File: config.mk
export PLATFORM = sky130hd
export DESIGN_NAME = rem_recompose
export DESIGN_NICKNAME = d
export VERILOG_FILES = /design/src/rtl/rem_pkg.sv /design/src/rtl/sm_mag_step.sv /design/src/rtl/rem_recompose.sv
export SDC_FILE = /design/constraint.sdc
export NUM_CORES = 1
export LEC_CHECK = 0
export CAP_MARGIN = 25
export CORE_ASPECT_RATIO = 1.2
export CORE_MARGIN = 4
export CORE_UTILIZATION = 58
export CTS_CLUSTER_DIAMETER = 30
export CTS_CLUSTER_SIZE = 20
export DETAILED_ROUTE_END_ITERATION = 12
export PLACE_DENSITY = 0.81
export SLEW_MARGIN = 30
export SYNTH_ARGS = -nofsm -noshare
export SYNTH_HDL_FRONTEND = slang
export SYNTH_SLANG_ARGS = --single-unit
File: constraint.sdc
create_clock -name clk -period 3.8 [get_ports clk]
set_input_delay 0.57 -clock clk [delete_from_list [all_inputs] [get_ports clk]]
set_output_delay 0.57 -clock clk [all_outputs]
set_load 0.02 [all_outputs]
File: src/rtl/rem_pkg.sv
// ============================================================================
// Module  : rem_pkg
// Brief   : Shared definitions for the remainder/divide path: FSM state
//           encodings and sign-magnitude field helpers.
// Revision: 1.0 - initial release
// ============================================================================
`default_nettype none

package rem_pkg;

    // Recompose FSM states
    typedef enum logic [1:0] {
        ST_IDLE = 2'd0,
        ST_MUL  = 2'd1,
        ST_ADD  = 2'd2,
        ST_DONE = 2'd3
    } rem_state_t;

    // Sign bit index of a w-bit sign-magnitude word (MAG slice is [w-2:0])
    function automatic int sm_sign_idx(input int w);
        return w - 1;
    endfunction

    // Width of the wide (remainder / dividend) word built from w-bit operands
    function automatic int sm_wide(input int w);
        return 2 * w - 1;
    endfunction

endpackage

`default_nettype wire

File: src/rtl/sm_mag_step.sv
// ============================================================================
// Module  : sm_mag_step
// Brief   : One combinational shift-add multiply step on magnitudes:
//           conditionally adds the multiplicand and shifts it left.
// Revision: 1.0 - initial release
// ============================================================================
`default_nettype none

module sm_mag_step #(
    parameter int MW = 4
) (
    input  logic [MW-1:0] acc,
    input  logic [MW-1:0] mcand,
    input  logic          mult_bit,
    output logic [MW-1:0] acc_next,
    output logic [MW-1:0] mcand_next
);

    // Add the multiplicand when the current multiplier bit is set; double it
    always_comb begin
        acc_next   = mult_bit ? (acc + mcand) : acc;
        mcand_next = {mcand[MW-2:0], 1'b0};
    end

endmodule

`default_nettype wire

File: src/rtl/rem_recompose.sv
// ============================================================================
// Module  : rem_recompose
// Brief   : Sequential recomposition A = Q*B + R on sign-magnitude operands,
//           with valid/ready handshakes and range/sign/zero-divisor checks.
//           Optional macro RECOMP_ERR_STICKY_EN adds err_clr / err_sticky.
// Revision: 1.0 - initial release
// ============================================================================
`default_nettype none

module rem_recompose
    import rem_pkg::*;
#(
    parameter int W = 3
) (
    input  logic           clk,
    input  logic           rst_n,
    input  logic           in_valid,
    output logic           in_ready,
    input  logic [W-1:0]   b_in,
    input  logic [W-1:0]   q_in,
    input  logic [2*W-2:0] r_in,
    output logic           out_valid,
    input  logic           out_ready,
    output logic [2*W-2:0] a_out,
    output logic           err_zdiv,
    output logic           err_range,
    output logic           err_sign
`ifdef RECOMP_ERR_STICKY_EN
    ,
    input  logic           err_clr,
    output logic           err_sticky
`endif
);

    localparam int SB   = sm_sign_idx(W);   // operand sign bit
    localparam int AW   = sm_wide(W);       // wide word width
    localparam int WSB  = AW - 1;           // wide word sign bit
    localparam int MW   = AW - 1;           // wide magnitude width
    localparam int QM   = W - 1;            // operand magnitude width
    localparam int CW   = (W > 2) ? $clog2(W) : 1;
    localparam logic [CW-1:0] LAST_MUL = CW'(W - 2);

    rem_state_t      state;
    logic [CW-1:0]   cnt;
    logic [MW-1:0]   acc;
    logic [MW-1:0]   mcand;
    logic [QM-1:0]   mult;
    logic [QM-1:0]   b_mag;
    logic [MW-1:0]   r_mag;
    logic            b_sign;
    logic            q_sign;
    logic            r_sign;
    logic            q_nz;

    logic [MW-1:0]   step_acc;
    logic [MW-1:0]   step_mcand;

    logic            calc_zdiv;
    logic            calc_range;
    logic            calc_sgn_err;
    logic            prod_sign;
    logic [MW-1:0]   sum_mag;
    logic [MW-1:0]   res_mag;
    logic            res_sign;

    sm_mag_step #(
        .MW (MW)
    ) u_step (
        .acc        (acc),
        .mcand      (mcand),
        .mult_bit   (mult[0]),
        .acc_next   (step_acc),
        .mcand_next (step_mcand)
    );

    // Final add, sign resolution and error flags evaluated during ADD
    always_comb begin
        calc_zdiv    = (b_mag == '0);
        sum_mag      = acc + r_mag;
        prod_sign    = q_nz ? (q_sign ^ b_sign) : r_sign;
        calc_range   = !calc_zdiv && (r_mag >= {{(MW-QM){1'b0}}, b_mag});
        calc_sgn_err = !calc_zdiv && (r_mag != '0) && (r_sign != prod_sign);
        res_mag      = calc_zdiv ? '0 : sum_mag;
        res_sign     = (res_mag != '0) && prod_sign;
    end

    // Control FSM with handshake, multiply loop and registered results
    always_ff @(posedge clk) begin
        if (!rst_n) begin
            state     <= ST_IDLE;
            cnt       <= '0;
            acc       <= '0;
            mcand     <= '0;
            mult      <= '0;
            b_mag     <= '0;
            r_mag     <= '0;
            b_sign    <= 1'b0;
            q_sign    <= 1'b0;
            r_sign    <= 1'b0;
            q_nz      <= 1'b0;
            in_ready  <= 1'b1;
            out_valid <= 1'b0;
            a_out     <= '0;
            err_zdiv  <= 1'b0;
            err_range <= 1'b0;
            err_sign  <= 1'b0;
        end else begin
            case (state)
                ST_IDLE: begin
                    if (in_valid && in_ready) begin
                        b_mag    <= b_in[QM-1:0];
                        mcand    <= {{(MW-QM){1'b0}}, b_in[QM-1:0]};
                        mult     <= q_in[QM-1:0];
                        q_nz     <= (q_in[QM-1:0] != '0);
                        r_mag    <= r_in[MW-1:0];
                        b_sign   <= b_in[SB];
                        q_sign   <= q_in[SB];
                        r_sign   <= r_in[WSB];
                        acc      <= '0;
                        cnt      <= '0;
                        in_ready <= 1'b0;
                        state    <= ST_MUL;
                    end
                end
                ST_MUL: begin
                    acc   <= step_acc;
                    mcand <= step_mcand;
                    mult  <= mult >> 1;
                    cnt   <= cnt + 1'b1;
                    if (cnt == LAST_MUL) begin
                        state <= ST_ADD;
                    end
                end
                ST_ADD: begin
                    a_out     <= {res_sign, res_mag};
                    err_zdiv  <= calc_zdiv;
                    err_range <= calc_range;
                    err_sign  <= calc_sgn_err;
                    out_valid <= 1'b1;
                    state     <= ST_DONE;
                end
                ST_DONE: begin
                    if (out_ready) begin
                        out_valid <= 1'b0;
                        in_ready  <= 1'b1;
                        state     <= ST_IDLE;
                    end
                end
                default: begin
                    state     <= ST_IDLE;
                    in_ready  <= 1'b1;
                    out_valid <= 1'b0;
                end
            endcase
        end
    end

`ifdef RECOMP_ERR_STICKY_EN
    // Sticky error: set on an erroneous result handshake, cleared by err_clr
    always_ff @(posedge clk) begin
        if (!rst_n) begin
            err_sticky <= 1'b0;
        end else if ((state == ST_DONE) && out_valid && out_ready &&
                     (err_zdiv || err_range || err_sign)) begin
            err_sticky <= 1'b1;
        end else if (err_clr) begin
            err_sticky <= 1'b0;
        end
    end
`endif

endmodule

`default_nettype wire

* After elaboration in Yosys (flattened, before gate mapping)
Index checks and enable logic that the tools add are counted.
** Storage, ports and cells
- Input port bits :: 15
- Logic and storage cells :: 71
- Register bits :: 34
** Operators by class
- Muxes and demuxes :: 20
- Eq/ne operators :: 9
- Add/sub/neg operators :: 3
- Magnitude comparators :: 1
- Bitwise operators :: 1
- Reduce and logical (&&, ||, !) cells :: 20
** Operators by type and width (number)
- 4-bit two-way mux :: 4
- 4-bit one-hot mux with 2 select lines :: 2
- 2-bit two-way mux :: 5
- 3-bit AND reduction :: 3
- 4-bit adder :: 2
- 2-bit inequality test, second input constant :: 4
- 2-bit one-hot mux with 2 select lines :: 2
- 2-bit one-hot mux with 4 select lines :: 1
- 2-bit nonzero test :: 4
- 4-bit nonzero test :: 2
- 2-bit AND reduction :: 3
- 1-bit logical AND :: 5
- 2-bit by 1-bit equality test with 1-bit output, second input constant :: 2
- 2-bit equality test, second input constant :: 2
- 4-bit by 2-bit >= comparator with 1-bit output :: 1
- 2-bit logical NOT :: 2
- 1-bit two-way mux :: 4
- 1-bit one-hot mux with 2 select lines :: 2
- 2-bit by 1-bit adder with 2-bit output, second input constant :: 1
- 1-bit logical NOT :: 1
- 1-bit inequality test :: 1
- 1-bit XOR :: 1

* Longest topological paths before layout
- Depth in word-level cells :: 4
- Mapped depth :: 7

* Modules after synthesis
A second synthesis with hierarchy kept.
** Second synthesis, totals
- Cells, all modules :: 214
- Area total of the unflattened synthesis :: 1961.9 µm²
** Modules (own cells, without submodules)
- rem_recompose :: cells an instance 182, area an instance 1707.9 µm², times used 1
- sm_mag_step :: cells an instance 32, area an instance 254.0 µm², times used 1

* Worst setup path before layout
No wires, ideal clock.
- Path type :: flip-flop to flip-flop
- Start point :: reg acc[0]
- End point :: reg a_out[4]
- Setup time :: 0.125 ns
- Period minus slack after synthesis :: 1.679 ns
- Stages on the path, launching flop included :: 7
- Setup slack :: 2.121 ns
- Arrival time :: 1.553 ns
- Cell sequence :: dfxtp_1 ha_1 fa_1 xor2_1 o311a_1 a32oi_1 o21ai_0
** On the way
- Word-level cells in the longest chain between the ends :: 4
** RTL lines
- start: declaration :: line rem_recompose.sv:45 : logic [MW-1:0] acc;
- start signal: assignment :: line rem_recompose.sv:126 : acc <= step_acc;
- 4-bit adder :: line rem_recompose.sv:79 : sum_mag = acc + r_mag;
- 4-bit two-way mux :: line rem_recompose.sv:83 : res_mag = calc_zdiv ? '0 : sum_mag;
- 4-bit nonzero test :: line rem_recompose.sv:84 : res_sign = (res_mag != '0) && prod_sign;
- 1-bit logical AND :: line rem_recompose.sv:84
- end signal: assignment :: line rem_recompose.sv:135 : a_out <= {res_sign, res_mag};
- end: declaration :: line rem_recompose.sv:24 : output logic [2*W-2:0] a_out,
No other way between the ends.
A chain may end at the register's enable or synchronous reset.

* Worst setup path in the final report
- Start point :: reg in_ready
- End point :: out in_ready
** RTL lines
- start: declaration :: line rem_recompose.sv:18 : output logic in_ready,
- start signal: assignment :: line rem_recompose.sv:101 : in_ready <= 1'b1;
- start signal: assignment :: line rem_recompose.sv:121 : in_ready <= 1'b0;
- start signal: assignment :: line rem_recompose.sv:145 : in_ready <= 1'b1;
No word-level cell between the ends.

==> impl_metrics.ini <==
[run_status]
outcome = finished clean

[yosys]
ys_types = 44
synth_area_sq_um = 1780
seq_area_frac_synth = 0.383
yosys_warnings = 0
ys_ff_latch = 34
avgSynthCellArea_sq_um = 9.12
syn-num-nets = 226
postSynthCellCount = 195

[power_and_ir_drop]
ir_drop_mv = 0.459
powerDensity_nw_per_um2 = 567
power_mw = 1.19
power.leakage_nw = 0.843

[grt]
track_usage = 0.211
antenna_found_initial = 0
grt_pass1_vias = 1466
grt_max_degree = 40
gr-total-overflow = 0
grt_pass1_wl_um = 6510

[clocking]
insertion_delay_ns = 0.34
clock_path_buffers = 2
path_clk_slew_ns = 0.10
clkSinkCount = 34
clockRootBuffer = clkbuf_4
cts-buffers-inserted = 5
cts_tree = yes
holdBufCountCts = 0
htreeDepth = 2
postCtsSetupRepairBufs = 0
cts_resized = 0

[sta]
fin_skew_ns = 0.0152
fmax_mhz = 508
layout_min_cycle_time_ns = 1.97
final_max_slew_viol_count = 0
worstMarginPinSlew_ns = 0.613
rsz0062_at_grt = no
maxSlewHeadroom = 0.581
hold_viol = 0
setup_ws_ns = 1.83
holdWs_ns = 0.477
fin_crit_sh = 0.518
setup_tns_ns = 0
finalSetupViolations = 0

[finish]
area_growth_syn_to_layout_pct = 18.1
multi_input_area_sq_um = 1020
nets = 249
drive_gt1_frac = 0.0826
regArea_sq_um = 681
n_fill_cell = 224
antenna_cells = 0
stdcell_count = 252
final_cell_mix = dfxtp_1 (34), nand2_1 (30), clkdlybuf4s50_1 (23)
final_common_cell = dfxtp_1

[job]
max_cap_viol_count = 0

[floorplanning]
dieHeight_um = 68.7
die_width_um = 58.6
pin_count = 25
fp.coreArea_sq_um = 2860
die_area_sq_um = 4020
initial_core_util = 0.621
std_cell_rows = 21

[routing]
drc_errors = 0
routedWlPerCell_um = 14.5
routed_wl_um = 3660
ant_nets = 0
drt_iter0_drc = 68
via_count = 1461
via_per_inst = 5.80
dr.pass1.iters = 4

[setup_path]
r2r-start = state[0]
crit_buf_inv = 1
crit_path_end_kind = output pin
critPathLaunchType = flip-flop
path_depth = 1
cp_cell_sequence = clkdlybuf4s50_1
path_delay_family = buffers and inverters
crit_type = flip-flop to output pin
critPathMaxFanout = 6
rrSetupSlack_ns = 1.94
cp.arrival_ns = 1.40
ff2ff_path_depth = 6
worstPathRequired_ns = 3.23
slowest_delay_ns = 0.63
crit_path_top_delay_cell = clkdlybuf4s50_1
rr_endpoint = cnt[1]

[hold_path]
min_path_type = flip-flop to flip-flop
min_to = err_sign
hold_start = err_sign
hold-path-cell-count = 2

[place]
place_congestion = 0.809
hpwl_um = 2780
io_buffers = 24
dp_cells = 245
pre_cts_slack_ns = 1.60
area by class of cell:
class | count | share of cell area
inverter | 10 | 0.0179
tap | 34 | 0.0203
clock buffer | 6 | 0.0244
sequential | 34 | 0.324
multi-input combinational | 143 | 0.487
timing repair buffer | 24 | 0.112
clock inverter | 1 | 0.0143
logic make-up after synthesis:
logic type / Yosys count / share of synthesized area
buffers and inverters: 18 / 0.0422
muxes: 5 / 0.0281
xor gates and xnor gates: 6 / 0.0295
AOI/OAI and AO/OA: 45 / 0.195
DFF: 34 / 0.383
adders and majority gates: 16 / 0.121
and+or+nand+nor: 71 / 0.202
flip-flops by register name, indices dropped and copies added, names as in the netlist:
register / count
a_out: 5
acc: 4
mcand: 4
r_mag: 4
b_mag: 2
cnt: 2
mult: 2
state: 2
b_sign: 1
err_range: 1
err_sign: 1
err_zdiv: 1
in_ready: 1
out_valid: 1
q_nz: 1
q_sign: 1
r_sign: 1
layer usage:
| metal | share of wire | up-vias | track usage |
|---|---|---|---|
| met2 | 0.51 | 40 | 0.367 |
| li1 | - | 728 | - |
| met4 | 0.014 | 0 | 0.0696 |
| met5 | 0 | - | 0 |
| met3 | 0.057 | 6 | 0.0503 |
| met1 | 0.42 | 687 | 0.255 |
synth_stat cells, drive strengths merged:
master   count  share of area
a21o         1         0.0042
o211ai       1         0.0042
nand3b       1         0.0042
xnor2        4          0.020
a32oi        3          0.015
clkbuf       4         0.0084
a21bo        1         0.0056
or4          1         0.0042
a21oi        5          0.014
o21ai        5          0.016
o221a        1         0.0063
o22ai        2          0.011
xor2         2         0.0098
ha          14          0.098
dfxtp       34           0.38
o211a        3          0.017
inv          9          0.019
nor3         1         0.0028
or2          2         0.0070
o2111ai      1         0.0049
nor3b        1         0.0042
and2         4          0.014
a21boi      13          0.057
nor2b       10          0.035
o311a        1         0.0056
and3         4          0.020
o31ai        1         0.0042
buf          4          0.013
nor2         6          0.013
mux2i        5          0.028
a2111oi      1         0.0049
nand2b       1         0.0035
a22oi        5          0.021
clkinv       1         0.0021
a211oi       1         0.0042
nand3       10          0.031
fa           2          0.023
nand2       30          0.063
where the power goes:
part	internal, mW	total (mW)	switching, mW
registers	0.417	0.475	0.0584
logic	0.189	0.445	0.255
clock network	0.153	0.272	0.119
total	0.759	1.19	0.433
metrics by stage:
step | util | cell area (sq um)
after global placement | 0.707 | 2020
after floorplan | - | 1780
after detailed placement | 0.705 | 2020
after CTS | 0.734 | 2100
final | 0.734 | 2100
after global routing | 0.734 | 2100
how the worst max path moves through the flow:
stage               end  slack, ns      from
3_3_place_gp   a_out[4]       1.52     rst_n
5_1_grt          cnt[1]       1.69  state[0]
4_1_cts        in_ready       1.82  in_ready
6_report       in_ready       1.83  in_ready
3_5_place_dp   mcand[0]       1.60  in_valid
2_1_floorplan  a_out[4]       2.12    acc[0]
No activity file was read; power rests on OpenSTA's default activity.
